`config.mk`:
```
export PLATFORM = sky130hd
export DESIGN_NAME = router_vc_input_port
export DESIGN_NICKNAME = d
export VERILOG_FILES = /design/src/rtl/router_vc_input_port.sv
export SDC_FILE = /design/constraint.sdc
export NUM_CORES = 1
export LEC_CHECK = 0
export BUFFER_PORTS_ARGS = -buffer_cell sky130_fd_sc_hd__buf_2
export CAP_MARGIN = 25
export CORE_ASPECT_RATIO = 0.9
export CORE_MARGIN = 2
export CORE_UTILIZATION = 42
export CTS_CLUSTER_SIZE = 40
export DETAILED_ROUTE_END_ITERATION = 6
export GPL_ROUTABILITY_DRIVEN = 0
export GPL_TIMING_DRIVEN = 0
export SLEW_MARGIN = 0
export SYNTH_ARGS = -nofsm -noshare
export SYNTH_HDL_FRONTEND = slang
export SYNTH_SLANG_ARGS = --single-unit
```
`constraint.sdc`:
```
create_clock -name clk -period 3.9 [get_ports clk]
set_clock_uncertainty 0.1 [all_clocks]
set_input_delay 0.78 -clock clk [delete_from_list [all_inputs] [get_ports clk]]
set_output_delay 0.78 -clock clk [all_outputs]
set_load 0.03 [all_outputs]
```
`src/rtl/router_vc_input_port.sv`:
```
// router_vc_input_port
//   Input port of the 5-port mesh router. It holds two virtual channels. VC0
//   takes the flits whose header vc bit is 0 and VC1 takes those with vc=1.
//   Each channel is a DEPTH-deep circular FIFO. The head flit of VC[polarity]
//   is routed XY. The port raises a one-hot request toward the output
//   arbiters and pops the flit on a matching grant. The outgoing flit carries
//   its hop count decremented.
//
// Handshake: upstream pushes on posedge when si=1 and ri[datai vc]=1. A push
//   while ri is low is dropped. Downstream pops on posedge when (req & gnt)!=0.
//   gnt bits outside req are ignored, and req holds until it is granted.
//
// Ports:
//   clk, reset      clock, synchronous active-high reset
//   polarity        router phase; only VC[polarity] may request
//   si, datai       upstream send strobe and flit
//   ri[1:0]         per-VC "can accept" (registered counts only)
//   req[4:0]        one-hot request: 0=E 1=W 2=N 3=S 4=PE
//   gnt[4:0]        grants from the output arbiters
//   datao           head flit of VC[polarity] with the hop field updated (0 if no req)
//   occ0, occ1      registered per-VC occupancy, 0..DEPTH
module router_vc_input_port #(
  parameter int DW    = 64,
  parameter int DEPTH = 4,
  parameter int HW    = 4
) (
  input  logic                       clk,
  input  logic                       reset,
  input  logic                       polarity,
  input  logic                       si,
  input  logic [DW-1:0]              datai,
  output logic [1:0]                 ri,
  output logic [4:0]                 req,
  input  logic [4:0]                 gnt,
  output logic [DW-1:0]              datao,
  output logic [$clog2(DEPTH):0]     occ0,
  output logic [$clog2(DEPTH):0]     occ1
);

  localparam int AW = $clog2(DEPTH);
  localparam int CW = AW + 1;

  logic [DW-1:0] mem0 [DEPTH];
  logic [DW-1:0] mem1 [DEPTH];
  logic [AW-1:0] wp0, rp0, wp1, rp1;
  logic [CW-1:0] cnt0, cnt1;

  logic          push0, push1, pop, pop0, pop1;
  logic [DW-1:0] head, head_mod;
  logic          have_head;
  logic [HW-1:0] hx, hy;
  logic [4:0]    route;

  // Acceptance depends only on the registered counts. A full channel refuses
  // a push even when a pop happens in the same cycle.
  assign ri[0] = (cnt0 < CW'(DEPTH));
  assign ri[1] = (cnt1 < CW'(DEPTH));

  assign push0 = si && !datai[DW-1] && ri[0];
  assign push1 = si &&  datai[DW-1] && ri[1];

  // The head comes from registered storage. A flit pushed this cycle cannot
  // fall through to req.
  assign head      = polarity ? mem1[rp1] : mem0[rp0];
  assign have_head = polarity ? (cnt1 != '0) : (cnt0 != '0);
  assign hx        = head[DW-4 -: HW];
  assign hy        = head[DW-4-HW -: HW];

  // XY routing. X is exhausted first, then Y, then the flit ejects to the PE.
  always_comb begin
    route    = 5'b10000;
    head_mod = head;
    if (hx != '0) begin
      route                = head[DW-2] ? 5'b00010 : 5'b00001;
      head_mod[DW-4 -: HW] = hx - HW'(1);
    end else if (hy != '0) begin
      route                   = head[DW-3] ? 5'b01000 : 5'b00100;
      head_mod[DW-4-HW -: HW] = hy - HW'(1);
    end
  end

  // No request while reset is asserted, so the flits about to be discarded
  // cannot be granted.
  assign req   = (have_head && !reset) ? route : 5'b00000;
  assign datao = (req != 5'b00000) ? head_mod : '0;

  assign pop  = |(req & gnt);
  assign pop0 = pop && !polarity;
  assign pop1 = pop &&  polarity;

  always_ff @(posedge clk) begin
    if (!reset && push0) mem0[wp0] <= datai;
    if (!reset && push1) mem1[wp1] <= datai;
  end

  // Pointers wrap naturally because DEPTH is a power of two.
  always_ff @(posedge clk) begin
    if (reset) begin
      wp0  <= '0;
      rp0  <= '0;
      cnt0 <= '0;
      wp1  <= '0;
      rp1  <= '0;
      cnt1 <= '0;
    end else begin
      if (push0) wp0 <= wp0 + AW'(1);
      if (pop0)  rp0 <= rp0 + AW'(1);
      if (push1) wp1 <= wp1 + AW'(1);
      if (pop1)  rp1 <= rp1 + AW'(1);
      case ({push0, pop0})
        2'b10:   cnt0 <= cnt0 + CW'(1);
        2'b01:   cnt0 <= cnt0 - CW'(1);
        default: cnt0 <= cnt0;
      endcase
      case ({push1, pop1})
        2'b10:   cnt1 <= cnt1 + CW'(1);
        2'b01:   cnt1 <= cnt1 - CW'(1);
        default: cnt1 <= cnt1;
      endcase
    end
  end

  assign occ0 = cnt0;
  assign occ1 = cnt1;

endmodule

```
=== After elaboration in Yosys (flattened, before gate mapping) ===
Memory sizes are Yosys's and may differ from the RTL's. A register that Yosys moved wholly into a read port is not among the register bits.
Cells that the tools add are included.

* Order comparisons: 2
* Shift-type cells: 0
* Reduce and logical (&&, ||, !) cells: 20
* Bitwise logic cells: 1
* Equality and inequality tests: 4
* Mux-type cells: 21
* Add/subtract/negate cells: 10
* Div/mod/pow operators: 0
* Multiply operators: 0

{| class="wikitable"
|+ Operators with widths
! operator !! count
|-
| 2-to-1 mux 64 bit || 2
|-
| 2-to-1 mux 4 bit || 4
|-
| 2-to-1 mux 5 bit || 3
|-
| one-hot mux 3 bit (2 select lines) || 2
|-
| 2-to-1 mux 2 bit || 5
|-
| logical AND 1 bit || 9
|-
| adder 2 x 1 -> 2 bit, second input constant || 4
|-
| nonzero test 4 bit || 2
|-
| subtractor 4 x 1 -> 4 bit, second input constant || 2
|-
| adder 3 x 1 -> 3 bit, second input constant || 2
|-
| < comparator 3 bit, second input constant || 2
|-
| nonzero test 3 bit || 2
|-
| subtractor 3 x 1 -> 3 bit, second input constant || 2
|-
| AND 5 bit || 1
|-
| 2-to-1 mux 1 bit || 5
|-
| nonzero test 5 bit || 1
|-
| OR reduction 5 bit || 1
|-
| == test 2 x 1 -> 1 bit, second input constant || 2
|-
| == test 2 bit, second input constant || 2
|-
| nonzero test 2 bit || 2
|-
| zero test 1 bit || 3
|}

* Word-level logic and storage cells: 66
* Latch bits: 0
* Memories kept: 2
* Output and inout bits: 77
* Input bits: 73
* RAM bits: 512
* Bits in registers: 14
* Memory bits (read-only): 0

{| class="wikitable"
|+ Memory list
! name !! words !! bits a word !! read ports !! clocked after Yosys merged registers in !! write ports !! RTL line !! source
|-
| mem0 || 4 || 64 || 1 || 1 || 1 || 43 || <nowiki>logic [DW-1:0] mem0 [DEPTH];</nowiki>
|-
| mem1 || 4 || 64 || 1 || 1 || 1 || 44 || <nowiki>logic [DW-1:0] mem1 [DEPTH];</nowiki>
|}

=== Logic depth before layout (Yosys ltp) ===
* Depth after elaboration: 10
* Depth in mapped cells: 17
* Mapped depth without buffers: 14

=== Worst setup path before layout ===
OpenSTA, ideal clock, no wires.

* Path type: input -> register
* Start point: input polarity
* End point: register cnt0[2] (netlist: occ0[2])
* Required time: 3.729 ns
* Path buffers: 1
* Setup slack: -0.112 ns
* Library setup time: 0.071 ns
* Stages on the path: 14
* Arrival: 3.841 ns
* Path through: clkbuf_8 inv_2 mux2i_1 ha_1 or3b_1 o211a_4 o32a_4 inv_1 ha_1 inv_1 fa_1 xor2_1 or3_1 a21oi_1

* Cells in the longest elaborated chain, start to end: 10
* Elaborated cells on any way between the ends: 18

{| class="wikitable"
|+ Ends and longest elaborated chain
! what !! RTL line !! source
|-
| start: declaration || 29 || <nowiki>input logic polarity,</nowiki>
|-
| 2-to-1 mux 64 bit || 64 || <nowiki>assign head = polarity ? mem1[rp1] : mem0[rp0];</nowiki>
|-
| nonzero test 4 bit / 2-to-1 mux 4 bit (equally long branches) || 76, 77 ||
|-
| 2-to-1 mux 5 bit || 76 || <nowiki>end else if (hy != '0) begin</nowiki>
|-
| 2-to-1 mux 5 bit || 73 || <nowiki>if (hx != '0) begin</nowiki>
|-
| 2-to-1 mux 5 bit || 84 || <nowiki>assign req = (have_head && !reset) ? route : 5'b00000;</nowiki>
|-
| AND 5 bit || 87 || <nowiki>assign pop = |(req & gnt);</nowiki>
|-
| OR reduction 5 bit || 87 ||
|-
| logical AND 1 bit (*) || 88 || <nowiki>assign pop0 = pop && !polarity;</nowiki>
|-
| net pop0 || 48 || <nowiki>logic push0, push1, pop, pop0, pop1;</nowiki>
|-
| == test 2 x 1 -> 1 bit / == test 2 bit (equally long branches) || 110 || <nowiki>case ({push0, pop0})</nowiki>
|-
| one-hot mux 3 bit (2 select lines) / nonzero test 2 bit (equally long branches) || -- ||
|-
| end signal: assignment || 111 || <nowiki>2'b10: cnt0 <= cnt0 + CW'(1);</nowiki>
|-
| end signal: assignment || 112 || <nowiki>2'b01: cnt0 <= cnt0 - CW'(1);</nowiki>
|-
| end signal: assignment || 113 || <nowiki>default: cnt0 <= cnt0;</nowiki>
|-
| end: declaration || 46 || <nowiki>logic [CW-1:0] cnt0, cnt1;</nowiki>
|}

Mark *: on every way through the listed nets, which the timed path passes. The rest lies on a longest branch.
A chain may end at the register's enable or synchronous reset.

==> flow_summary.toml <==
[setup_path]
cp_slowest_cell = "mux4_2"
critPathArrivalTime_ns = 3.13
crit_path_max_fanout = 5
worst_setup_path_start_kind = "flip-flop"
worst-setup-path-type = "flip-flop to primary output"
critPathMaxStageDelay_ns = 0.53
worstPathRequired_ns = 3.02
cp_cell_sequence = "mux4_2 -> mux2i_4 -> ha_4 -> or3b_4 -> o211ai_1 -> mux2_4 -> nor2_4 -> buf_6"
end_kind = "primary output"

[clock_tree]
insertion_delay_ns = 0.61
cts.htree.levels = 2
cts_root_buf = "clkbuf_16"
clock_sinks = 530
cts.clk_slew.worst_paths_ns = 0.06
cts_tree = "done"
cts_buffers = 55
cts_max_path_buffers = 3

[synth]
yosys_warnings = 0
yosysUniqueCellTypes = 50
synth_flop_cell = "edfxtp_1"
synth_edf_count = 512
ys_ff_latch = 530
syn_avg_cell_area_um2 = 19.57
synth_top_area_cell = "edfxtp_1"
async_flop_share_pct = 0
synth_top_area_share_pct = 73.83
syn_nets = 1151
syn_area_um2 = 20820
ys_seq_area_share_pct = 75.56
synthTopCellsByArea = "edfxtp_1, mux4_2, nand2_1, dfxtp_1, a21oi_1"
netlist_instances = 1064

[global_route]
grt_pass1_vias = 10980
antenna_found_initial = 7
grt_max_degree = 48
grt_pass1_wl_um = 69990
gr-total-overflow = 0
track_usage_pct = 18.59

[routing]
drc = 0
antenna_left = 0
vias = 10740
first_pass_iters = 5
finalWirelength_um = 47560
post_drt_wl_per_cell_um = 23.87
vias_per_cell = 5.386
drt_iter0_markers = 870

[sta]
setup_tns_ns = -0.4272
slew_headroom_pct = 53.80
slew_violations = 0
layout_min_cycle_time_ns = 4.009
fmax_mhz = 249.4
rsz0062_at_grt = "yes"
worst_slack_ns = -0.1088
tightestPinTransition_ns = 0.6930
timing.final.crit_share_pct = 102.8
finalHoldViolCount = 0
setup_viol_count_final = 7

[floorplanning]
chipHeight_um = 215.2
start_util_pct = 42.47
io_pins = 150
rows = 77
fp.coreArea_um2 = 49040
die_area_um2 = 51380
die-width_um = 238.7

[flow_run]
max_cap_violations = 0

[pwr]
power_leakage_nw = 8.316
max-vdd-ir-drop_mv = 0.3467
p_per_area_nw_per_um2 = 503.8

[placement]
placed_area_um2 = 22620
dp_hpwl_um = 26860
io_buffers = 149
place_inst = 1853

[status]
status = "finished, violations left"
violations = "negative setup slack"

[final_layout]
drive_gt1_share_pct = 35.45
area_growth_pct = 19.53
finalInstanceArea_um2 = 24890
fin_cells = 1993
fin_nets = 1400

[min_path]
hold_class = "input port to flip-flop"
-- power breakdown --
group / internal, mW / switching, mW / leakage (nW)
registers: 6.33 / 0.0323 / 4.77
logic: 0.510 / 0.698 / 2.73
clock network: 2.85 / 2.12 / 0.817
total: 9.69 / 2.85 / 8.32
-- registers in the layout, summed over array words and instances (netlist names), named ones only --
signal and flops:
rp0 2, wp1 2, occ1 3, occ0 3
mem0 256, wp0 2, rp1 2, mem1 256
-- Yosys cell counts, types with 5 or more instances --
cell	count
o22ai_1	6
nor3_1	5
dfxtp_1	18
edfxtp_1	512
and2_1	9
buf_1	10
nand3_1	7
clkbuf_1	25
buf_2	10
nor2_1	31
a21oi_1	60
mux2i_1	26
xor2_1	5
ha_1	12
inv_1	17
mux4_2	121
nand2_1	123
-- layout by cell type, fill, tap and decap left out, types with 5 or more instances in the layout --
master,netlist,final
and2_4,0,8
o22ai_1,6,6
ha_1,12,8
buf_16,0,8
nand2_1,123,122
buf_2,10,148
clkinv_2,0,6
buf_4,0,50
clkbuf_2,0,14
dfxtp_1,18,16
buf_6,4,8
clkinv_1,0,17
edfxtp_1,512,512
mux4_2,121,121
nand3_1,7,6
a21oi_1,60,60
xor2_1,5,5
clkbuf_16,0,55
clkbuf_1,25,20
mux2i_1,26,22
nor2_1,31,30
inv_1,17,15
-- worst max-delay path, delay by kind of cell (launching register included) --
family          cells  cell delay (ns)
flops               1             0.39
compound gates      1             0.25
mux                 3             1.11
buf+inv             1             0.14
simple gates        2             0.47
fa+ha+maj           1             0.18
-- cell families (layout without fill, tap and decap cells) --
kind of cell	Yosys count	count (layout)	share of synthesized area (%)
compound gates	87	87	2.602
xor+xnor	8	8	0.3365
fa+ha+maj	14	14	0.9132
buf+inv	72	365	1.772
flops	530	530	75.56
mux	151	151	14.55
other cells	0	4	0
simple gates	202	202	4.266
-- routing by layer --
layer	global-route usage (%)	vias up	share of wire (%)
li1	-	4775	-
met1	27.16	5607	45
met2	28.74	285	47
met3	4.021	60	6.1
met4	4.333	8	1.5
met5	0	-	0.11
-- path summary, 6_finish.rpt --
path	startpoint	slack, ns	end	depth (start not counted)
max reg2reg	flip-flop	-0.01	occ1[2]$_SDFFE_PP0P_	16
min	datai[17]	0.34	mem0[0][17]$_DFFE_PP_	1
max	flip-flop	-0.11	datao[54]	8
min reg2reg	rp1[0]$_SDFFE_PP0P_	0.39	flip-flop	1
-- timing repair --
item | 4_1_cts | 5_1_grt
buffers inserted | 24 | 17
pin swaps | 7 | 6
hold buffers | 0 | 0
resized for setup | 83 | 24
setup endpoints to repair | 71 | 39
-- area by class of cell --
class                           instances  area (um2)
Fill cell                            3967       24150
Sequential cell                       530       15740
Multi-Input combinational cell        462        4930
Clock buffer                           67        1421
Timing Repair Buffer                  195        1296
Tap cell                              632       790.8
Buffer                                 51       342.8
Clock inverter                         34       285.3
Inverter                               18       72.57
Antenna cell                            4       10.01
-- per-stage QoR --
step	worst slack (ns)	power [mW]	utilization (%)	hold slack, ns
finish	-0.1088	12.54	50.76	0.3415
global route	-0.1994	12.96	50.74	0.3261
CTS	-0.2822	12.64	50.51	0.3070
detailed placement	-0.8491	7.592	46.13	0.3794
global placement	-1.482	7.570	45.64	0.3604
floorplan	0.001163	7.209	-	0.3445
No activity file was read; power rests on OpenSTA's default activity.
